<file path="src/rtl/shared_reg_arbiter_pkg.sv">
// shared_reg_pkg: shared types and constants for shared_reg_arbiter.
//   state_t  : arbiter FSM states (LOCKED is only reachable when the
//              design is built with SHARED_REG_LOCK_EN defined)
//   ptr_w()  : width of the priority pointer / owner index for n requesters
//   RST_*    : reset values of the state and the busy flag
package shared_reg_pkg;

  typedef enum logic [1:0] {
    IDLE   = 2'd0,
    GRANT  = 2'd1,
    LOCKED = 2'd2
  } state_t;

  // A single requester still needs a one-bit index.
  function automatic int ptr_w(input int n);
    return (n <= 1) ? 1 : $clog2(n);
  endfunction

  localparam state_t RST_STATE = IDLE;
  localparam logic   RST_BUSY  = 1'b0;

endpackage

</file>
<file path="src/rtl/shared_reg_arbiter_if.sv">
// shared_reg_arbiter_if: bus between per-agent control logic and the shared
// register arbiter.
//   req   : per-requester write request (level)
//   wdata : write data, slice i is [i*WIDTH +: WIDTH]
//   clr   : synchronous clear of the shared register
//   lock  : ownership hold request (only with SHARED_REG_LOCK_EN)
//   gnt   : one-hot registered grant pulse
//   owner : index of the last granted requester
//   busy  : arbiter in GRANT or LOCKED
//   q/qb  : shared register and its complement
//
// Handshake: req is a level, gnt is a one-cycle pulse that appears the cycle
// after req is sampled high; the write to q happens on the same edge that
// raises gnt. A requester wanting a single write drops req during its gnt
// cycle; a req still high then is rearbitrated on that edge.
//
// Configuration macro: SHARED_REG_LOCK_EN adds the lock signal.
interface shared_reg_arbiter_if
  import shared_reg_pkg::*;
#(
  parameter int N_REQ = 4,
  parameter int WIDTH = 1
);
  localparam int PW = ptr_w(N_REQ);

  logic [N_REQ-1:0]       req;
  logic [N_REQ*WIDTH-1:0] wdata;
  logic                   clr;
`ifdef SHARED_REG_LOCK_EN
  logic [N_REQ-1:0]       lock;
`endif
  logic [N_REQ-1:0]       gnt;
  logic [PW-1:0]          owner;
  logic                   busy;
  logic [WIDTH-1:0]       q;
  logic [WIDTH-1:0]       qb;

`ifdef SHARED_REG_LOCK_EN
  modport master (output req, wdata, clr, lock, input gnt, owner, busy, q, qb);
  modport slave  (input req, wdata, clr, lock, output gnt, owner, busy, q, qb);
`else
  modport master (output req, wdata, clr, input gnt, owner, busy, q, qb);
  modport slave  (input req, wdata, clr, output gnt, owner, busy, q, qb);
`endif

endinterface

</file>
<file path="src/rtl/shared_reg_arbiter_rr_pick.sv">
// rr_pick: combinational round-robin picker.
//   req   : request vector
//   ptr   : highest-priority index (must be < N)
//   valid : some request is pending
//   index : first requester in order ptr, ptr+1, ..., N-1, 0, ..., ptr-1
module rr_pick #(
  parameter int N  = 4,
  parameter int PW = 2
) (
  input  logic [N-1:0]  req,
  input  logic [PW-1:0] ptr,
  output logic          valid,
  output logic [PW-1:0] index
);

  logic [2*N-1:0] dbl;
  logic [N-1:0]   rot;
  logic [PW:0]    sum;

  always_comb begin
    // Rotating the doubled vector puts req[ptr] at bit 0, so the lowest set
    // bit of rot is the winner's distance from ptr.
    dbl   = {req, req} >> ptr;
    rot   = dbl[N-1:0];
    valid = |rot;
    sum   = '0;
    for (int k = N - 1; k >= 0; k--) begin
      if (rot[k]) begin
        sum = (PW+1)'(ptr) + (PW+1)'(k);
        if (sum >= (PW+1)'(N)) sum = sum - (PW+1)'(N);
      end
    end
    index = sum[PW-1:0];
  end

endmodule

</file>
<file path="src/rtl/shared_reg_arbiter.sv">
// shared_reg_arbiter: round-robin arbiter sharing one q/qb register among
// N_REQ requesters. Each edge at most one requester is granted; its wdata
// slice is loaded into q and a one-cycle gnt pulse is returned. clr zeroes
// q with priority over every request.
//   clk       : rising-edge clock
//   reset     : asynchronous active-high reset
//   bus       : shared_reg_arbiter_if slave modport (req/wdata/clr/[lock] in,
//               gnt/owner/busy/q/qb out)
//   dbg_state : current FSM state
//
// Configuration macro: SHARED_REG_LOCK_EN enables ownership locking. A grant
// to w with lock[w] high enters LOCKED; while lock[owner] stays high only the
// owner can write and the pointer is frozen.
module shared_reg_arbiter
  import shared_reg_pkg::*;
#(
  parameter int N_REQ = 4,
  parameter int WIDTH = 1
) (
  input  logic                 clk,
  input  logic                 reset,
  shared_reg_arbiter_if.slave  bus,
  output state_t               dbg_state
);

  localparam int PW = ptr_w(N_REQ);

  state_t             state_q, state_d;
  logic [PW-1:0]      ptr_q, ptr_d;
  logic [PW-1:0]      owner_q, owner_d;
  logic [N_REQ-1:0]   gnt_q, gnt_d;
  logic [WIDTH-1:0]   q_q, q_d;
  logic               pick_valid;
  logic [PW-1:0]      pick_idx;

  rr_pick #(.N(N_REQ), .PW(PW)) u_pick (
    .req   (bus.req),
    .ptr   (ptr_q),
    .valid (pick_valid),
    .index (pick_idx)
  );

  // State register
  always_ff @(posedge clk or posedge reset) begin
    if (reset) begin
      state_q <= RST_STATE;
      ptr_q   <= '0;
      owner_q <= '0;
      gnt_q   <= '0;
      q_q     <= '0;
    end else begin
      state_q <= state_d;
      ptr_q   <= ptr_d;
      owner_q <= owner_d;
      gnt_q   <= gnt_d;
      q_q     <= q_d;
    end
  end

  // Next-state logic
  always_comb begin
    state_d = state_q;
    ptr_d   = ptr_q;
    owner_d = owner_q;
    gnt_d   = '0;
    q_d     = q_q;
    if (bus.clr) begin
      // Clear leaves ptr and owner alone; requests this cycle are dropped.
      q_d     = '0;
      state_d = IDLE;
    end
`ifdef SHARED_REG_LOCK_EN
    else if (state_q == LOCKED && bus.lock[owner_q]) begin
      // Owner keeps exclusive access; others stall, pointer frozen.
      state_d = LOCKED;
      if (bus.req[owner_q]) begin
        gnt_d[owner_q] = 1'b1;
        q_d            = bus.wdata[int'(owner_q)*WIDTH +: WIDTH];
      end
    end
`endif
    else if (pick_valid) begin
      gnt_d   = N_REQ'(1) << pick_idx;
      q_d     = bus.wdata[int'(pick_idx)*WIDTH +: WIDTH];
      owner_d = pick_idx;
      ptr_d   = (pick_idx == PW'(N_REQ - 1)) ? '0 : pick_idx + 1'b1;
      state_d = GRANT;
`ifdef SHARED_REG_LOCK_EN
      if (bus.lock[pick_idx]) state_d = LOCKED;
`endif
    end else begin
      state_d = IDLE;
    end
  end

  // Outputs
  always_comb begin
    bus.gnt   = gnt_q;
    bus.owner = owner_q;
    bus.q     = q_q;
    bus.qb    = ~q_q;
    bus.busy  = (state_q == GRANT) || (state_q == LOCKED);
    dbg_state = state_q;
  end

endmodule

</file>
<file path="src/flat_wrapper.sv">
// flat-port wrapper written by rule: the top's interface ports become plain ports
module shared_reg_arbiter_flat import shared_reg_pkg::*;
#(
  parameter int N_REQ = 4,
  parameter int WIDTH = 1
)
  (clk, reset, dbg_state, bus_req, bus_wdata, bus_clr, bus_gnt, bus_owner, bus_busy, bus_q, bus_qb);
  shared_reg_arbiter_if #(.N_REQ(N_REQ), .WIDTH(WIDTH)) bus_i ();
  input  logic clk;
  input  logic reset;
  output state_t dbg_state;
  input wire logic [$bits(bus_i.req)-1:0] bus_req;
  input wire logic [$bits(bus_i.wdata)-1:0] bus_wdata;
  input wire logic [$bits(bus_i.clr)-1:0] bus_clr;
  output wire logic [$bits(bus_i.gnt)-1:0] bus_gnt;
  output wire logic [$bits(bus_i.owner)-1:0] bus_owner;
  output wire logic [$bits(bus_i.busy)-1:0] bus_busy;
  output wire logic [$bits(bus_i.q)-1:0] bus_q;
  output wire logic [$bits(bus_i.qb)-1:0] bus_qb;
  assign bus_i.req = bus_req;
  assign bus_i.wdata = bus_wdata;
  assign bus_i.clr = bus_clr;
  assign bus_gnt = bus_i.gnt;
  assign bus_owner = bus_i.owner;
  assign bus_busy = bus_i.busy;
  assign bus_q = bus_i.q;
  assign bus_qb = bus_i.qb;
  shared_reg_arbiter #(.N_REQ(N_REQ), .WIDTH(WIDTH)) u_core (.clk(clk), .reset(reset), .bus(bus_i), .dbg_state(dbg_state));
endmodule
</file>
<file path="config.mk">
export PLATFORM = sky130hd
export DESIGN_NAME = shared_reg_arbiter_flat
export DESIGN_NICKNAME = d
export VERILOG_FILES = /design/src/rtl/shared_reg_arbiter_pkg.sv /design/src/rtl/shared_reg_arbiter_if.sv /design/src/rtl/shared_reg_arbiter_rr_pick.sv /design/src/rtl/shared_reg_arbiter.sv /design/src/flat_wrapper.sv
export SDC_FILE = /design/constraint.sdc
export NUM_CORES = 1
export LEC_CHECK = 0
export ABC_AREA = 1
export CAP_MARGIN = 20
export CORE_MARGIN = 2
export CORE_UTILIZATION = 30
export CTS_BUF_LIST = sky130_fd_sc_hd__clkbuf_4
export CTS_CLUSTER_SIZE = 25
export DETAILED_ROUTE_END_ITERATION = 16
export PLACE_DENSITY = 0.54
export SLEW_MARGIN = 0
export SYNTH_ARGS = -nofsm -noshare
export SYNTH_HDL_FRONTEND = slang
export SYNTH_SLANG_ARGS = --single-unit
</file>
<file path="constraint.sdc">
create_clock -name clk -period 2.2 [get_ports clk]
set_clock_uncertainty 0.05 [all_clocks]
set_input_delay 0.33 -clock clk [delete_from_list [all_inputs] [get_ports clk]]
set_output_delay 0.33 -clock clk [all_outputs]
set_load 0.05 [all_outputs]
</file>
Word-level counts from Yosys, hierarchy flattened

Index checks and enable logic that the tools add are counted.

Reduce and logical (&&, ||, !) cells: 4
Divide/modulo/power cells: 0
Equal/unequal tests: 3
Multiply operators: 0
Muxes and demuxes: 15
Add/sub/neg operators: 8
Magnitude comparators: 4
Bitwise logic cells: 2
Shift operators: 3

Operators by type and width:

| cell                  | number |
|---|---|
| $mux W2               | 10 |
| $ge A3 B3 Y1 const B  | 3 |
| $mux W4               | 2 |
| $shr A8 B2 Y4         | 1 |
| $sub A2 B1 Y2 const B | 4 |
| $add A2 B2 Y3 const B | 2 |
| $eq A2 B2 Y1 const B  | 2 |
| $reduce_or A4 Y1      | 1 |
| $shiftx A4 B3 Y1      | 1 |
| $shl A1 B2 Y4 const A | 1 |
| $add A2 B1 Y3 const B | 1 |
| $ge A2 B3 Y1 const B  | 1 |
| $mux W1               | 3 |
| $add A2 B1 Y2 const B | 1 |
| $eq A2 B1 Y1 const B  | 1 |
| $not A1 Y1            | 2 |
| $reduce_and A2 Y1     | 1 |
| $reduce_bool A2 Y1    | 1 |
| $logic_or A1 B1 Y1    | 1 |

Bits in registers: 11
RAM bits: 0
ROM bits: 0
Bits of input ports: 11
Memories kept: 0
Latch bits: 0

Longest topological paths before layout

Gate-level depths: netlist (run 1).

Depth in word-level cells: 10
Depth in mapped cells: 13
Depth with buffers taken out: 12

By module

Synthesis (run 1) repeated with hierarchy kept, for this count alone.

Cells, all modules: 101
Area total of the unflattened synthesis: 726.9 sq um

By module, submodules not included:

| module             | seq. area each (sq um) | instances | area an instance (sq um) | cells an instance |
|---|---|---|---|---|
| shared_reg_arbiter | 250.2                  | 1         | 476.7                    | 52 |
| rr_pick            | 0.0                    | 1         | 250.2                    | 49 |

Worst setup path before layout (run 1)

OpenSTA, ideal clock, no wires.

Path type: reg-to-reg
From: reg u_core.ptr_q[0]
To: reg u_core.ptr_q[1]
Period minus slack after synthesis: 1.693 ns
Slack: 0.507 ns
Stages on the path, launching flop included: 13
Data arrival time: 1.516 ns
Path through: dfrtp_1 -> buf_6 -> inv_8 -> nand2_2 -> nand3_2 -> nand2_4 -> o21ai_2 -> nand2_2 -> nand2_4 -> inv_1 -> ha_1 -> nand2_1 -> o21ai_0

Word-level cells in the longest chain between the ends: 9
Elaborated cells between the ends (all ways): 25

RTL lines:

| what                                                 | RTL line                         | RTL |
|---|---|---|
| from (decl)                                          | shared_reg_arbiter.sv:29         | `logic [PW-1:0] ptr_q, ptr_d;` |
| from (signal assigned)                               | shared_reg_arbiter.sv:53         | `ptr_q <= ptr_d;` |
| $add A2 B2 Y3                                        | shared_reg_arbiter_rr_pick.sv:29 | `sum = (PW+1)'(ptr) + (PW+1)'(k);` |
| $ge A3 B3 Y1 / $sub A2 B1 Y2 (equally long branches) | shared_reg_arbiter_rr_pick.sv:30 | `if (sum >= (PW+1)'(N)) sum = sum - (PW+1)'(N);` |
| $mux W2                                              | shared_reg_arbiter_rr_pick.sv:30 |  |
| $mux W2 (3 in series)                                | shared_reg_arbiter_rr_pick.sv:28 | `if (rot[k]) begin` |
| $mux W2 *                                            | shared_reg_arbiter_rr_pick.sv:28 |  |
| named net u_core.pick_idx[0]                         | shared_reg_arbiter.sv:34         | `logic [PW-1:0] pick_idx;` |
| $add A2 B1 Y2 / $eq A2 B2 Y1 (equally long branches) | shared_reg_arbiter.sv:86         | `ptr_d = (pick_idx == PW'(N_REQ - 1)) ? '0 : pick_idx + 1'b1;` |
| $mux W2 *                                            | shared_reg_arbiter.sv:86         |  |

The timed path passes the listed nets; every way through them passes the cells marked *.
A chain may end at the register's enable or synchronous reset.

Worst setup path after layout (run 1)

Same ends and word-level chain as after synthesis.

==> metrics.md, run 1 <==
| Metric | Value |
|---|---|
| Setup repair bufs after CTS | 0 |
| Reg-to-reg endpoint | u_core.ptr_q[1]$_DFFE_PP0P_ |
| Post-Synthesis Cell Area | 761 um2 |
| Final setup TNS | 0 ns |
| Syn avg cell area | 8.09 um2 |
| CTS Sinks | 10 |
| Worst setup path startpoint | u_core.ptr_q[0]$_DFFE_PP0P_ |
| Port-buffer cells | 20 |
| First DRT Iteration DRCs | 1 |
| IO Count | 22 |
| Initial antenna violation count | 0 |
| Final Hold Fails | 0 |
| Clock Latency Late Sink | 0.26 ns |
| Most common cell after layout, fill and taps aside | clkdlybuf4s50_1 |
| Post-synth EDFFs | 0 |
| TritonCTS clock tree | done |
| Tcrit/Tclk final | 87.8% |
| Die span in x | 54.4 um |
| Outcome | finished clean |
| Final GP Congestion | 0.778 |
| Clk pin slew, worst setup/hold paths | 0.06 ns |
| Top cell type by total area after synthesis | dfrtp_1 |
| Async set-reset flop share out of synthesis | 100% |
| Grt total ovfl | 0 |
| Final wirelength | 1360 um |
| Total Routing Usage GR | 10.5% |
| Vias in the first global route | 532 |
| F_max | 0.518 GHz |
| Num CTS Buffers | 3 |
| Share of post-route cells with drive strength above 1 | 28.4% |
| Routed vias/inst | 4.24 |
| Die ar. | 0.00295 mm2 |
| Critical path arrival | 2.02 ns |
| Worst IR Drop VDD | 0.000659 V |
| Post-CTS resize count | 0 |
| Final antenna-violating net count | 0 |
| Die Y | 54.4 um |
| Leak | 0.496 nW |
| Power Density | 1630 mW/mm2 |
| Residual DRC count | 0 |
| Crit start category | register |
| CP required | 2.29 ns |
| Pre-antenna DRT Iters | 2 |
| Crit-path max FO | 8 |
| CP endpoint | u_core.ptr_q[1]$_DFFE_PP0P_ |
| Yosys warns | 0 |
| Reg2reg path depth | 10 |
| WHS | 0.303 ns |
| RR Startpoint | u_core.ptr_q[0]$_DFFE_PP0P_ |
| Clock root buffer | clkbuf_4 |
| Rows | 18 |
| Core area | 0.00243 mm2 |
| Largest net degree at the start of global routing | 11 |
| Cts hold-fix bufs | 0 |
| Fillers | 251 |
| Final setup fails | 0 |
| Post-Syn Instances | 94 |
| # diodes | 0 |
| Most frequent cells in the layout | clkdlybuf4s50_1 (20), nand2_1 (16), inv_1 (14) |
| Share of the synthesized area in the top cell type | 32.9% |
| Distinct cells, synth | 23 |
| Crit Path Class | register to register |
| NumNets Final | 132 |
| Main flop type after synthesis | dfrtp_1 |
| Seq/Total Area, Yosys | 32.9% |
| Dpl hpwl | 1150 um |
| # H-tree levels | 1 |
| CP Capture Type | register |
| Hold Crit Class | primary input to async pin |
| Max-Cap Viols | 0 |
| Max-slew violations | 0 |
| CTS Buffer Depth | 2 |
| Minimum clock period | 1.93 ns |
| FF+latch count, synth | 10 |
| R2R Setup Slk | 0.27 ns |
| P&R area growth vs syn | 32.2% |
| Unrepaired setup endpoints after global routing | no |
| Routed length per placed instance | 9.34 um |
| Initial Util | 31.3% |
| Synth area leaders | dfrtp_1 (33%), nand3_2 (9.2%), nand2_1 (7.9%) |
| Syn Nets | 109 |
| Wire length of the first global-routing pass | 2190 um |
| Via count | 619 |
-- worst min path at each step --
stage | start | endpoint | slack (ns)
floorplan | reset | u_core.bus.gnt[0]$_DFF_PP0_ | 0.12
finish | reset | u_core.dbg_state[0]$_DFF_PP0_ | 0.30
CTS | reset | u_core.bus.gnt[2]$_DFF_PP0_ | 0.31
global placement | u_core.bus.owner[1]$_DFFE_PP0P_ | u_core.bus.owner[1]$_DFFE_PP0P_ | 0.43
global route | reset | u_core.bus.gnt[1]$_DFF_PP0_ | 0.36
detailed placement | u_core.bus.owner[1]$_DFFE_PP0P_ | u_core.bus.owner[1]$_DFFE_PP0P_ | 0.44
-- flip-flops by register name (all words and copies together) (netlist names) --
name / flops
u_core.bus.owner: 2
u_core.dbg_state: 1
u_core.bus.q: 1
u_core.ptr_q: 2
u_core.bus.gnt: 4
-- layer usage --
| metal | up-vias | wire length (um) | GRT usage [%] |
|---|---|---|---|
| met5 | - | 0 | 0 |
| met4 | 0 | 16 | 6.25 |
| met3 | 2 | 93 | 1.91 |
| met2 | 17 | 652 | 17.1 |
| met1 | 268 | 602 | 12.8 |
| li1 | 332 | - | - |
-- cell families (layout without fill, tap and decap cells) --
logic type / Yosys count / in the layout / synth area share [%]
DFF: 10 / 10 / 32.9
AOI/OAI and AO/OA: 7 / 7 / 6.09
buffers and inverters: 21 / 43 / 13.3
xor gates and xnor gates: 1 / 1 / 1.15
other: 1 / 1 / 0.493
adders and majority gates: 4 / 4 / 6.58
and+or+nand+nor: 50 / 50 / 39.5
-- area by class of cell --
type                    instances  area, um2  share of cell area [%]
clock buffers                   3       22.5                    2.24
clock inverters                 1       3.75                   0.373
inverters                      18       75.1                    7.46
multi-input cells              63        409                    40.7
flip-flops and latches         10        250                    24.9
well taps                      30       37.5                    3.73
repair buffers                 21        208                    20.6
-- per-stage QoR --
stage / area [um2] / instances / power, mW / utilization, % / setup slack, ns
final: 1010 / 146 / 1.64 / 41.4 / 0.268
after global routing: 1010 / 146 / 1.80 / 41.4 / 0.125
after CTS: 1010 / 146 / 1.66 / 41.4 / 0.265
after detailed placement: 980 / 142 / 1.53 / 40.3 / 0.0622
after global placement: 980 / 142 / 1.52 / 40.3 / 0.0792
after floorplan: 761 / 94 / 1.26 / - / 0.507
-- report_power, final --
part | switching [mW] | internal, mW
registers | 0.0672 | 0.256
clock network | 0.0581 | 0.0653
logic | 0.762 | 0.430
-- worst max-delay path, cell delays in order (launching register included) --
cell and delay (ns):
dfrtp_1 0.59, inv_8 0.08, nand2_2 0.09, nand4_1 0.20, nand2_1 0.17, nand2_2 0.10
nand2_4 0.07, inv_1 0.06, ha_1 0.28, nand2_1 0.06, o21ai_0 0.07
-- cell usage after synthesis (3+ instances only) --
library cell and number:
nor2_1 5, nand2_2 9, inv_2 3, nand3_2 7
dfrtp_1 10, ha_1 4, nand3_1 5, nand2_4 3
nand2_1 16, inv_1 14
No activity file was read; power rests on OpenSTA's default activity.
==> inputs of run 2 (changes only) <==
--- a/config.mk
+++ b/config.mk
@@ -9,7 +9,6 @@
 export CAP_MARGIN = 20
 export CORE_MARGIN = 2
 export CORE_UTILIZATION = 30
-export CTS_BUF_LIST = sky130_fd_sc_hd__clkbuf_4
 export CTS_CLUSTER_SIZE = 25
 export DETAILED_ROUTE_END_ITERATION = 16
 export PLACE_DENSITY = 0.54
==> run 2 against run 1 <==
  * Register-to-register slack is essentially flat
  * Die area unchanged
  * Largest power group unchanged
  * Highest routed layer unchanged
  * Sequential cell count is the same
  * Combinational power about the same
  * First-iteration DRC count rose to 3.0 times the previous value
  * Critical path type unchanged
  * Critical endpoint unchanged
==> metrics.md, run 2 (synthesis results as in run 1) <==
| Metric | Value |
|---|---|
| Sequential cell fraction of total power | 19.3% |
| Leak | 0.502 nW |
| Worst setup path startpoint | u_core.ptr_q[0]$_DFFE_PP0P_ |
| Reg-to-reg endpoint | u_core.ptr_q[1]$_DFFE_PP0P_ |
| Residual DRC count | 0 |
| Final setup fails | 0 |
| Setup repair bufs after CTS | 0 |
| Minimum clock period | 1.93 ns |
| Post-CTS resize count | 0 |
| CP required | 2.29 ns |
| Total Routing Usage GR | 10.5% |
| TritonCTS clock tree | done |
| Crit Path Class | register to register |
| Die ar. | 0.00295 mm2 |
| Dpl hpwl | 1150 um |
| Crit-path max FO | 8 |
| Die span in x | 54.4 um |
| Power Density | 1650 mW/mm2 |
| Cts hold-fix bufs | 0 |
| Die Y | 54.4 um |
| Final wirelength | 1360 um |
| # H-tree levels | 1 |
| Clock Latency Late Sink | 0.26 ns |
| Sw Share | 53.0% |
| Fillers | 252 |
| Wire length of the first global-routing pass | 2190 um |
| NumNets Final | 132 |
| Clock root buffer | clkbuf_4 |
| Post-layout util | 41.8% |
| Most frequent cells in the layout | clkdlybuf4s50_1 (20), nand2_1 (16), inv_1 (14) |
| Initial Util | 31.3% |
| CP Capture Type | register |
| RR Startpoint | u_core.ptr_q[0]$_DFFE_PP0P_ |
| Max-Cap Viols | 0 |
| Combinational power share | 71.2% |
| Final antenna-violating net count | 0 |
| Routed vias/inst | 4.22 |
| Multi-input gate area | 409 um2 |
| Routed length per placed instance | 9.32 um |
| Num CTS Buffers | 3 |
| Share of post-route cells with drive strength above 1 | 29.3% |
| Switching power | 887 uW |
| Unrepaired setup endpoints after global routing | no |
| F_max | 0.518 GHz |
| Register area | 250 um2 |
| Most common cell after layout, fill and taps aside | clkdlybuf4s50_1 |
| Hold Crit Class | primary input to async pin |
| Clk pin slew, worst setup/hold paths | 0.06 ns |
| IO Count | 22 |
| Via count | 616 |
| Final GP Congestion | 0.778 |
| Core area | 0.00243 mm2 |
| Worst IR Drop VDD | 0.000659 V |
| Max reg flops | 4 |
| Clock network fraction of total power | 9.5% |
| Final Hold Fails | 0 |
| Final setup TNS | 0 ns |
| Largest net degree at the start of global routing | 11 |
| First DRT Iteration DRCs | 3 |
| Grt total ovfl | 0 |
| Reg2reg path depth | 10 |
| Critical path arrival | 2.02 ns |
| Outcome | finished clean |
| Crit start category | register |
| Tcrit/Tclk final | 87.8% |
| Pre-antenna DRT Iters | 2 |
| CP endpoint | u_core.ptr_q[1]$_DFFE_PP0P_ |
| Max-slew violations | 0 |
| Vias in the first global route | 532 |
| R2R Setup Slk | 0.27 ns |
| Port-buffer cells | 20 |
| Initial antenna violation count | 0 |
| P&R area growth vs syn | 33.6% |
| # diodes | 0 |
| Int Pwr | 786 uW |
| CTS Buffer Depth | 2 |
| CTS Sinks | 10 |
| Rows | 18 |
==> run 2: cell types whose count changed in the layout (fill, tap and decap cells not counted) <==
cell / change
clkbuf_8: +1
clkinv_1: -1
==> run 2: power by group through the flow <==
stage	Combinational (mW)	Clock, mW	Sequential, mW
after floorplan	0.792	0	0.470
after global placement	1.19	0	0.328
after detailed placement	1.20	0	0.325
after CTS	1.21	0.166	0.323
after global routing	1.33	0.177	0.331
final	1.19	0.158	0.323
==> run 2: cell type report <==
type | instances | share of cell area, %
multi-input cells | 63 | 40.3
flip-flops and latches | 10 | 24.6
repair buffers | 21 | 20.4
inverters | 18 | 7.39
well taps | 30 | 3.69
clock buffers | 4 | 3.57
==> run 2: how the worst min path moves through the flow <==
stage                                                from                         endpoint  slack, ns
after CTS                                           reset      u_core.bus.gnt[2]$_DFF_PP0_       0.31
after floorplan                                     reset      u_core.bus.gnt[0]$_DFF_PP0_       0.12
final                                               reset    u_core.dbg_state[0]$_DFF_PP0_       0.30
after global placement    u_core.bus.owner[1]$_DFFE_PP0P_  u_core.bus.owner[1]$_DFFE_PP0P_       0.43
after detailed placement  u_core.bus.owner[1]$_DFFE_PP0P_  u_core.bus.owner[1]$_DFFE_PP0P_       0.44
after global routing                                reset      u_core.bus.gnt[1]$_DFF_PP0_       0.36
==> run 2: through the flow <==
stage                     cells  setup slack [ns]  cell area [um2]  hold WS (ns)  total power [mW]
after floorplan              94             0.507              761         0.120              1.26
after global placement      142            0.0792              980         0.427              1.52
after detailed placement    142            0.0622              980         0.436              1.53
after CTS                   146             0.265             1020         0.314              1.70
after global routing        146             0.125             1020         0.358              1.84
final                       146             0.268             1020         0.303              1.67
==> run 2: layer usage <==
metal  GRT usage [%]  part of all wire [%]  up-vias
li1                -                     -      332
met1            12.8                    44      265
met2            17.1                    48       17
met3            1.91                   6.8        2
met4            6.25                   1.2        0
met5               0                     0        -
==> run 2: critical path, cell delays in order (launching register included) <==
cell,delay [ns]
dfrtp_1,0.59
inv_8,0.08
nand2_2,0.09
nand4_1,0.20
nand2_1,0.17
nand2_2,0.10
nand2_4,0.07
inv_1,0.06
ha_1,0.28
nand2_1,0.06
o21ai_0,0.07
==> inputs of run 3 (changes only) <==
--- a/config.mk
+++ b/config.mk
@@ -6,7 +6,7 @@
 export NUM_CORES = 1
 export LEC_CHECK = 0
 export ABC_AREA = 1
-export CAP_MARGIN = 20
+export CAP_MARGIN = 30
 export CORE_MARGIN = 2
 export CORE_UTILIZATION = 30
 export CTS_CLUSTER_SIZE = 25
@@ -15,4 +15,5 @@
 export SLEW_MARGIN = 0
 export SYNTH_ARGS = -nofsm -noshare
 export SYNTH_HDL_FRONTEND = slang
+export SYNTH_HIERARCHICAL = 1
 export SYNTH_SLANG_ARGS = --single-unit
==> run 3 against run 2 <==
  * Combinational power shrank 5%
  * Worst setup slack better by 0.036 ns
  * Worst hold slack got worse by 0.011 ns
  * Register-to-register slack gained 0.04 ns
  * Final cell count increased by 4.1%
  * Synthesized area is 4.4% lower
  * Critical path depth stayed put
  * Sequential power rose by 5%
  * Routed wire length increased by 7.0%
  * Fmax up 1.9%
==> metrics.md, run 3 <==
| Metric | Value |
|---|---|
| Final setup fails | 0 |
| First DRT Iteration DRCs | 8 |
| TritonCTS clock tree | done |
| CP Capture Type | register |
| CTS Buffer Depth | 2 |
| Crit-path max FO | 11 |
| P&R area growth vs syn | 35.8% |
| Final antenna-violating net count | 0 |
| Post-Synthesis Cell Area | 727 um2 |
| Leak | 0.516 nW |
| Pre-antenna DRT Iters | 4 |
| Die ar. | 0.00283 mm2 |
| # H-tree levels | 1 |
| Unrepaired setup endpoints after global routing | no |
| Rows | 17 |
| Setup repair bufs after CTS | 0 |
| Core area | 0.00225 mm2 |
| Critical path arrival | 2.01 ns |
| Post-synth EDFFs | 0 |
| Crit Path Class | register to register |
| Main flop type after synthesis | dfrtp_1 |
| Max reg flops | 4 |
| CP required | 2.31 ns |
| Final Cell Area | 987 um2 |
| Post-CTS resize count | 0 |
| Hold Crit Class | primary input to async pin |
| Distinct cells, synth | 20 |
| CTS Sinks | 10 |
| Outcome | finished clean |
| Max-slew violations | 0 |
| Register area | 250 um2 |
| Initial antenna violation count | 0 |
| Port-buffer cells | 20 |
| Multi-input gate area | 389 um2 |
| Top cell type by total area after synthesis | dfrtp_1 |
| Worst IR Drop VDD | 0.000692 V |
| Clk pin slew, worst setup/hold paths | 0.07 ns |
| Syn Nets | 116 |
| Reg2reg path depth | 10 |
| Top-count cell post-synth | nand2_1 |
| Die span in x | 53.2 um |
| Die Y | 53.2 um |
| Grt total ovfl | 0 |
| Final setup TNS | 0 ns |
| Seq/Total Area, Yosys | 34.4% |
| # diodes | 0 |
| Residual DRC count | 0 |
| Final wirelength | 1460 um |
| Clock root buffer | clkbuf_4 |
| Normalized max-slew margin | 66.7% |
| Vias in the first global route | 590 |
| Worst-Margin Slew | 0.497 ns |
| Power Density | 1650 mW/mm2 |
| Post-Syn Instances | 101 |
| IO Count | 22 |
| Final Hold Fails | 0 |
| Crit start category | register |
| Most common cell after layout, fill and taps aside | nand2_1 |
| Minimum clock period | 1.90 ns |
| NumNets Final | 140 |
| Total Routing Usage GR | 12.2% |
| Yosys warns | 6 |
| Routed length per placed instance | 9.57 um |
| Share of the synthesized area in the top cell type | 34.4% |
| Synth area leaders | dfrtp_1 (34%), nand2_1 (16%), ha_1 (6.9%) |
| DP Area | 951 um2 |
| Cts hold-fix bufs | 0 |
| Final GP Congestion | 0.919 |
| Async set-reset flop share out of synthesis | 100% |
| Share of post-route cells with drive strength above 1 | 16.1% |
| FF+latch count, synth | 10 |
| Routed vias/inst | 4.36 |
| Initial Util | 32.2% |
| Max-Cap Viols | 0 |
| Num CTS Buffers | 3 |
| Most frequent cells after synthesis | nand2_1 (31), inv_1 (13), dfrtp_1 (10), nand3_1 (10), nor2_1 (7) |
| F_max | 0.527 GHz |
| Most frequent cells in the layout | nand2_1 (31), clkdlybuf4s50_1 (20), inv_1 (13) |
| Via count | 662 |
| Tcrit/Tclk final | 86.2% |
| Fillers | 252 |
| Dpl hpwl | 1210 um |
| Clock Latency Late Sink | 0.26 ns |
| Largest net degree at the start of global routing | 12 |
| Syn avg cell area | 7.20 um2 |
| Wire length of the first global-routing pass | 2440 um |
[run 3: cell type report]
class	count	share of cell area, %
well taps	28	3.55
flip-flops and latches	10	25.3
clock buffers	4	3.68
multi-input cells	73	39.4
repair buffers	22	21.8
inverters	15	6.21
[run 3: worst paths after layout]
path | start | to | slack (ns)
max in group asynchronous | reset | u_core/ptr_q[1]$_DFFE_PP0P_ | 1.54
min | reset | u_core/bus.gnt[3]$_DFF_PP0_ | 0.29
max | u_core/ptr_q[0]$_DFFE_PP0P_ | u_core/ptr_q[1]$_DFFE_PP0P_ | 0.30
max reg2reg | u_core/ptr_q[0]$_DFFE_PP0P_ | u_core/ptr_q[1]$_DFFE_PP0P_ | 0.30
min reg2reg | u_core/bus.owner[1]$_DFFE_PP0P_ | u_core/bus.owner[1]$_DFFE_PP0P_ | 0.43
min in group clk | u_core/bus.owner[1]$_DFFE_PP0P_ | u_core/bus.owner[1]$_DFFE_PP0P_ | 0.43
[run 3: worst max-delay path: stages, from the launching register on]
cell	delay, ns
dfrtp_1	0.61
nand2_1	0.18
nand3_1	0.14
nand2_1	0.08
nor2_1	0.09
nand3_1	0.07
nand2_1	0.08
inv_1	0.08
ha_1	0.29
nand2_1	0.06
nand2_1	0.04
[run 3: cells by family (layout without fill, tap and decap cells)]
| family | count (synthesis) | after routing | share of synthesized area, % |
|---|---|---|---|
| simple gates | 60 | 60 | 40.1 |
| buf+inv | 18 | 41 | 12.0 |
| flops | 10 | 10 | 34.4 |
| compound gates | 7 | 7 | 4.82 |
| fa+ha+maj | 4 | 4 | 6.88 |
| other cells | 1 | 1 | 0.516 |
| xor+xnor | 1 | 1 | 1.21 |
[run 3: per-stage QoR]
| stage | total power [mW] | hold WS [ns] | utilization, % | worst slack [ns] | instances |
|---|---|---|---|---|---|
| floorplan | 1.17 | 0.120 | - | 0.415 | 101 |
| global placement | 1.48 | 0.426 | 42.2 | 0.0656 | 148 |
| detailed placement | 1.48 | 0.423 | 42.2 | 0.0668 | 148 |
| CTS | 1.66 | 0.313 | 43.8 | 0.267 | 152 |
| global route | 1.78 | 0.331 | 43.8 | 0.110 | 152 |
| finish | 1.63 | 0.292 | 43.8 | 0.304 | 152 |
[run 3: power breakdown]
part | total [mW] | switching [mW] | leakage (nW) | internal (mW)
registers | 0.340 | 0.0797 | 0.127 | 0.260
logic | 1.13 | 0.713 | 0.368 | 0.415
clock network | 0.165 | 0.0647 | 0.0210 | 0.100
[run 3: per-layer routing]
metal	global-route usage (%)	vias to the layer above	wire (um)
met2	18.7	18	635
met4	3.85	0	18
met5	0	-	0
met3	4.24	2	84
met1	15.8	286	716
li1	-	356	-
